## src/rtl/neuron_lut_prog_pkg.sv

```systemverilog
// Shared definitions for the programmable neuron LUT: default geometry
// and the load/inference state encoding.
package neuron_lut_prog_pkg;

    localparam int IN_BITS_DEF  = 6;
    localparam int OUT_BITS_DEF = 2;
    localparam int DEPTH        = 2 ** IN_BITS_DEF;

    typedef enum logic [1:0] {
        EMPTY  = 2'd0,
        LOAD   = 2'd1,
        ACTIVE = 2'd2
    } state_e;

endpackage

```

## src/rtl/neuron_lut_ram.sv

```systemverilog
// Truth-table storage: distributed RAM with one synchronous write port and
// one asynchronous read port. The read result is registered by the parent.
module neuron_lut_ram #(
    parameter int ADDR_W = 6,
    parameter int DATA_W = 2
) (
    input  logic              clk,
    input  logic              we,
    input  logic [ADDR_W-1:0] waddr,
    input  logic [DATA_W-1:0] wdata,
    input  logic [ADDR_W-1:0] raddr,
    output logic [DATA_W-1:0] rdata
);

    logic [DATA_W-1:0] mem_q [2**ADDR_W];

    // Write one entry per accepted config beat.
    // NOTE: the array has no reset; contents are only trusted once a full
    // table has been loaded, and a reset would prevent a distributed-RAM mapping.
    always_ff @(posedge clk) begin
        if (we) begin
            mem_q[waddr] <= wdata;
        end
    end

    assign rdata = mem_q[raddr];

endmodule

```

## src/rtl/neuron_lut_prog.sv

```systemverilog
// Programmable neuron lookup table: a framed config stream loads the full
// truth table, after which each inference request returns its entry one
// cycle later. Framing errors leave the block empty with err raised.
module neuron_lut_prog
    import neuron_lut_prog_pkg::*;
#(
    parameter int IN_BITS  = IN_BITS_DEF,
    parameter int OUT_BITS = OUT_BITS_DEF
) (
    input  logic                clk,
    input  logic                rst,
    input  logic                cfg_start,
    input  logic                cfg_valid,
    output logic                cfg_ready,
    input  logic [OUT_BITS-1:0] cfg_data,
    input  logic                cfg_last,
    input  logic                in_valid,
    input  logic [IN_BITS-1:0]  in_data,
    output logic                out_valid,
    output logic [OUT_BITS-1:0] out_data,
    output logic                loaded,
    output logic                err
);

    state_e              state_q, state_d;
    logic [IN_BITS-1:0]  idx_q, idx_d;
    logic                loaded_q, loaded_d;
    logic                err_q, err_d;
    logic                out_valid_q, out_valid_d;
    logic [OUT_BITS-1:0] out_data_q, out_data_d;
    logic [OUT_BITS-1:0] rd_data;
    logic                beat;
    logic                at_last;

    // A cfg_start in the same cycle discards the beat so the new load
    // always begins at index 0.
    assign cfg_ready = (state_q == LOAD);
    assign beat      = cfg_valid && cfg_ready && !cfg_start;
    assign at_last   = (idx_q == {IN_BITS{1'b1}});

    neuron_lut_ram #(
        .ADDR_W (IN_BITS),
        .DATA_W (OUT_BITS)
    ) u_ram (
        .clk   (clk),
        .we    (beat),
        .waddr (idx_q),
        .wdata (cfg_data),
        .raddr (in_data),
        .rdata (rd_data)
    );

    // Next-state, write index, status flags and registered inference result.
    always_comb begin
        state_d     = state_q;
        idx_d       = idx_q;
        loaded_d    = loaded_q;
        err_d       = err_q;
        // The read uses the table as it stands this cycle, so a request that
        // coincides with cfg_start still sees the old contents.
        out_valid_d = in_valid && (state_q == ACTIVE);
        out_data_d  = out_valid_d ? rd_data : out_data_q;

        if (cfg_start) begin
            state_d  = LOAD;
            idx_d    = '0;
            loaded_d = 1'b0;
            err_d    = 1'b0;
        end else if (beat) begin
            if (cfg_last && at_last) begin
                state_d  = ACTIVE;
                loaded_d = 1'b1;
            end else if (cfg_last || at_last) begin
                // Early or missing last marker: the beat is still written,
                // but the table is declared unusable.
                state_d  = EMPTY;
                loaded_d = 1'b0;
                err_d    = 1'b1;
                idx_d    = '0;
            end else begin
                idx_d = idx_q + {{(IN_BITS-1){1'b0}}, 1'b1};
            end
        end
    end

    // State and output registers with synchronous reset.
    // NOTE: sequential state uses non-blocking assignments only, so every
    // flop samples the values computed in the previous combinational pass.
    always_ff @(posedge clk) begin
        if (rst) begin
            state_q     <= EMPTY;
            idx_q       <= '0;
            loaded_q    <= 1'b0;
            err_q       <= 1'b0;
            out_valid_q <= 1'b0;
            out_data_q  <= '0;
        end else begin
            state_q     <= state_d;
            idx_q       <= idx_d;
            loaded_q    <= loaded_d;
            err_q       <= err_d;
            out_valid_q <= out_valid_d;
            out_data_q  <= out_data_d;
        end
    end

    assign out_valid = out_valid_q;
    assign out_data  = out_data_q;
    assign loaded    = loaded_q;
    assign err       = err_q;

endmodule

```

## config.mk

```make
export PLATFORM = sky130hd
export DESIGN_NAME = neuron_lut_prog
export DESIGN_NICKNAME = d
export VERILOG_FILES = /design/src/rtl/neuron_lut_prog_pkg.sv /design/src/rtl/neuron_lut_ram.sv /design/src/rtl/neuron_lut_prog.sv
export SDC_FILE = /design/constraint.sdc
export NUM_CORES = 1
export LEC_CHECK = 0
export CORE_MARGIN = 5
export CORE_UTILIZATION = 40
export CTS_BUF_LIST = sky130_fd_sc_hd__clkbuf_16
export DETAILED_ROUTE_END_ITERATION = 10
export DONT_BUFFER_PORTS = 1
export GPL_TIMING_DRIVEN = 1
export PLACE_DENSITY_LB_ADDON = 0.1
export SLEW_MARGIN = 20
export SYNTH_ARGS = -nofsm -noshare
export SYNTH_HDL_FRONTEND = slang
export SYNTH_SLANG_ARGS = --single-unit
```

## constraint.sdc

```tcl
create_clock -name clk -period 2.1 [get_ports clk]
set_clock_uncertainty 0.2 [all_clocks]
set_input_delay 0.315 -clock clk [delete_from_list [all_inputs] [get_ports clk]]
set_output_delay 0.315 -clock clk [all_outputs]
set_load 0.02 [all_outputs]
```

After elaboration in Yosys (flattened, before gate mapping)
Memories as Yosys holds them, arrays and structs flattened. A register that Yosys moved wholly into a read port is not among the register bits.
Cells that the tools add are included.
{"block": "totals", "reg_bits": 11, "latchBits": 0, "ramBits": 128, "mem_bits_ro": 0, "input_bits": 14, "output_inout_bits": 6, "elab_cells": 35, "mem_count": 1}
{"name": "u_ram.mem_q", "depth": 64, "word_bits": 2, "rd": 1, "rd_clocked_by_memory_dff": 1, "write_ports": 1, "line_no": "neuron_lut_ram.sv:15", "rtl": "logic [DATA_W-1:0] mem_q [2**ADDR_W];"}
{"block": "classes", "addsub": 1, "n_mul": 0, "div": 0, "magnitude_cmp": 0, "n_eq_ne": 3, "n_shift": 0, "mux": 9, "bitwise": 1, "n_reduce_logical": 14}
{"operator": "$add A6 B1 Y6 const B", "n": 1}
{"operator": "$eq A6 B6 Y1 const B", "n": 1}
{"operator": "$mux W1", "n": 6}
{"operator": "$mux W6", "n": 1}
{"operator": "$reduce_and A2 Y1", "n": 3}
{"operator": "$logic_and A1 B1 Y1", "n": 4}
{"operator": "$mux W2", "n": 2}
{"operator": "$reduce_bool A2 Y1", "n": 2}
{"operator": "$reduce_and A3 Y1", "n": 1}
{"operator": "$reduce_bool A3 Y1", "n": 1}
{"operator": "$eq A2 B1 Y1 const B", "n": 1}
{"operator": "$eq A2 B2 Y1 const B", "n": 1}
{"operator": "$reduce_or A2 Y1", "n": 1}
{"operator": "$logic_not A1 Y1", "n": 1}
{"operator": "$logic_or A1 B1 Y1", "n": 1}
{"operator": "$not A1 Y1", "n": 1}

Depth between registers and ports, before layout
{"block": "depth", "word_depth": 6, "ltp_mapped": 8}

Cells and area by module
Synthesis repeated with hierarchy kept, for this count alone.
{"block": "hier_totals", "cells_unflattened": 387, "hier_area_um2": 5933.2}
{"mod": "neuron_lut_ram", "n_inst": 1, "cells_each": 322, "area_per_inst_um2": 5357.6, "seq_area_each_um2": 3843.7}
{"mod": "neuron_lut_prog", "n_inst": 1, "cells_each": 65, "area_per_inst_um2": 575.6, "seq_area_each_um2": 240.2}

Worst setup path after synthesis
Ideal clock, no wire load.
{"block": "synth_path", "path_type": "register -> register", "from": "reg state_q[1]", "to": "mem u_ram.mem_q[59][0], enable pin", "setup_ps": 311, "arrival_ps": 1547, "slack_ps": 42, "stages_incl_launch_ff": 6, "path_buffers": 1, "synth_period_minus_slack_ps": 2058, "cell_sequence": "dfxtp_1 > nor2b_1 > and3b_1 > clkbuf_1 > nand3_1 > nor2_1"}
{"block": "synth_between", "elab_chain_len": 5}
{"item": "from (decl)", "line_no": "neuron_lut_prog.sv:25", "rtl": "state_e state_q, state_d;"}
{"item": "from (signal assigned)", "line_no": "neuron_lut_prog.sv:98", "rtl": "state_q <= state_d;"}
{"item": "$eq A2 B1 Y1", "line_no": "neuron_lut_prog.sv:37", "rtl": "assign cfg_ready = (state_q == LOAD);"}
{"item": "via cfg_ready", "line_no": "neuron_lut_prog.sv:14", "rtl": "output logic cfg_ready,"}
{"item": "$logic_and A1 B1 Y1 (2 in series)", "line_no": "neuron_lut_prog.sv:38", "rtl": "assign beat = cfg_valid && cfg_ready && !cfg_start;"}
{"item": "$mux W1", "line_no": "neuron_lut_ram.sv:21", "rtl": "if (we) begin"}
{"item": "$mux W1 (not written as such)", "line_no": "neuron_lut_ram.sv:22", "rtl": "mem_q[waddr] <= wdata;"}
{"item": "to (decl)", "line_no": "neuron_lut_ram.sv:15"}
The timed path passes the listed nets, and every way through them passes these cells.

Final worst setup path
{"block": "layout_path", "from": "reg state_q[1]", "to": "mem u_ram.mem_q[52][1], enable pin"}
{"block": "layout_between", "elab_chain_len": 5}
{"item": "$eq A2 B1 Y1", "line_no": "neuron_lut_prog.sv:37"}
{"item": "$logic_and A1 B1 Y1 (2 in series)", "line_no": "neuron_lut_prog.sv:38"}
{"item": "$mux W1", "line_no": "neuron_lut_ram.sv:21"}
{"item": "$mux W1 (not written as such)", "line_no": "neuron_lut_ram.sv:22"}
Every way passes these cells.

==> impl_metrics.yaml <==
timing:
  fin_hold_ws_ps: 32.21
  tightest_slew_ps: 740.3
  tns_ps: 0
  period_share: 0.9443
  setup_viol: 0
  rsz0062_at_grt: "yes"
  final-hold-violation-count: 0
  finalCriticalPeriod_ps: 1983
  max-slew-margin-rel: 0.5052
  fmax_mhz: 504.3
  drv_slew: 0
critical_path:
  start_kind: "register"
  endpoint: "u_ram.mem_q[52][1]"
  worst-setup-path-type: "reg -> reg"
  r2r_slack_ps: 120
  r2r_end: "u_ram.mem_q[52][1]"
  required_ps: 2010
  reg2reg_depth: 4
  crit_start: "state_q[1]"
  timing.rr.start: "state_q[1]"
  arrival_ps: 1890
  end_kind: "register"
  cp_max_fo: 8
drt:
  vias: 3345
  drt-pass1-iter-count: 4
  drcViolationCount: 0
  drtIter0Drc: 333
  wire_per_inst_um: 22.26
  wl_mm: 13.25
  avgViaCountPerCell: 5.622
  ant_nets: 0
run:
  cap_violations: 0
hold_path:
  min_path_type: "in -> reg"
clocking:
  cts_resized: 0
  htree_levels: 4
  cts_setup_buffers: 0
  cts_buffers: 17
  cts_buffer_depth: 2
  cts_tree: "done"
  cts-root-buf: "clkbuf_16"
  cts.sinks: 140
  path_clk_slew_ps: 60
  clk_latency_ps: 420
logic_synthesis:
  synthFlopType: "edfxtp_1"
  synth_top_family_by_area: "multiplexers"
  yosys.area_share.simple: 0.1084
  synth_top_area_cell: "edfxtp_1"
  synth_cells: 387
  ys_ff_latch: 140
  async_flop_share: 0
  synth.cell_area_um2: 6025
  synth_edf_count: 128
  yosysWarnings: 0
  netlist.area_leader.share: 0.6380
  avgSynthCellArea_um2: 15.57
  synth.distinct_cells: 51
  synth_fp_nets: 402
  synth_adder_area_share: 0.002077
  synth_compound_area_frac: 0.04611
  synth.area.mux_share: 0.1310
  synth_xor_xnor_area_share: 0.001454
  seq_area_frac_synth: 0.6779
  synthTopCellsByArea: "edfxtp_1 64%, mux4_2 6.4%, nor2_1 5.3%, dfxtp_1 4.0%, mux4_1 3.5%"
die:
  die_w_um: 132.7
  core_um2: 14640
  die_height_um: 132.7
  rows: 44
  pin_count: 20
  die_area_um2: 17620
  start_util: 0.4114
power_and_ir_drop:
  p_leak_nw: 2.136
  power.density_nw_per_um2: 895.0
  finalPower_mw: 6.076
  ir_worst_vdd_mv: 0.5324
layout:
  fin_area_um2: 6789
  nNetsFinal: 413
  drive_gt1_frac: 0.1776
  diodes: 0
  final_util: 0.4636
  syn2layout_area_growth_pct: 12.69
global_routing:
  grt_max_degree: 65
  grt_pass1_vias: 3487
  grt_pass1_wl_mm: 20.54
  grt_use_total: 0.1583
  grt.overflow.total: 0
  antenna_found_initial: 1
outcome:
  status: "complete, no violations"
placement:
  port_buffers: 0
  place_area_um2: 6146
  dp_hpwl_mm: 8.304
  place.gp.congestion: 0.7343
[per-layer routing]
| metal | vias to the layer above | track usage | wire [µm] |
|---|---|---|---|
| li1 | 1527 | - | - |
| met1 | 1733 | 0.2162 | 6284 |
| met2 | 63 | 0.2399 | 6168 |
| met3 | 18 | 0.04632 | 601 |
| met4 | 4 | 0.06120 | 165 |
| met5 | - | 0 | 27 |
[through the flow]
step                setup slack (ps)  std cells
floorplan                      42.07        387
global placement               179.5        558
detailed placement             125.4        558
CTS                            105.5        595
global route                  -36.97        595
finish                         116.9        595
[state kept, by name (all words and copies together) (netlist names)]
| signal | cells |
|---|---|
| out_valid | 1 |
| idx_q | 6 |
| u_ram.mem_q | 128 |
| out_data | 2 |
| err | 1 |
| state_q | 2 |
[layout make-up]
cell class	count	area (µm²)
fill	1325	7855
clock inverter	15	132.6
inverter	2	7.507
timing repair buffer	16	167.7
multi-input combinational	221	1742
sequential	140	4084
clock buffer	17	425.4
tap	184	230.2
[power breakdown]
part / switching (mW) / internal, mW
logic: 0.0999 / 0.0988
registers: 0.00261 / 3.04
clock network: 1.12 / 1.72
total: 1.22 / 4.86
[timing repair]
item | CTS | global route
endpoints found under the hold margin | 140 | 0
setup endpoints to repair | 0 | 8
hold buffers | 5 | 0
[cells by family (layout without fill, tap and decap cells)]
kind of cell               after synthesis  count (layout)
muxes                                   43              43
AOI/OAI and AO/OA                       37              37
xor gates and xnor gates                 1               1
buffers and inverters                   26              50
DFF                                    140             140
adders and majority gates                1               1
and+or+nand+nor                        139             139
[Yosys cell counts (3+ instances only)]
cell type    n
nand3b_1     5
nor2_1      85
clkbuf_1     9
o31ai_1      3
nand2_1     10
a22oi_1      7
buf_12       3
o311ai_1     3
mux2i_1      8
nand3_1      7
dfxtp_1     12
or2_2        3
nor2b_1      6
mux4_1       8
edfxtp_1   128
buf_1        4
nor3_1       7
mux4_2      17
mux2_2       4
a21oi_1      3
and2b_1      3
o22ai_1      3
o21ai_0      7
mux2_1       5
buf_6        4
[cell usage in the layout, fill, tap and decap left out, drive strengths merged, types with 4 or more instances in the layout]
cell / synthesis / layout
o311ai: 4 / 4
nor3: 7 / 7
a22oi: 7 / 7
buf: 14 / 13
o21ai: 7 / 7
nor2: 85 / 85
dfxtp: 12 / 12
edfxtp: 128 / 128
nand2: 10 / 10
nor2b: 6 / 6
mux2: 10 / 10
clkbuf: 9 / 17
clkinv: 0 / 10
a2111oi: 5 / 5
mux4: 25 / 25
nand3b: 5 / 5
nand3: 7 / 7
mux2i: 8 / 8
[critical path, stage by stage (launching register included)]
cell and delay [ps]:
dfxtp_1 340, nand4bb_1 220, nor2_1 280, nand2_1 330, nor2_1 300
[how the worst min path moves through the flow]
stage                from     endpoint  slack, ps  depth (start not counted)
5_1_grt        in_data[4]  out_data[1]         60                          2
4_1_cts          cfg_last     idx_q[2]         10                          4
2_1_floorplan         rst  out_data[1]        180                          1
3_5_place_dp          rst  out_data[1]        190                          1
3_3_place_gp          rst  out_data[1]        190                          1
6_report         cfg_last     idx_q[2]         30                          4
Power figures use the tool's default switching activity.
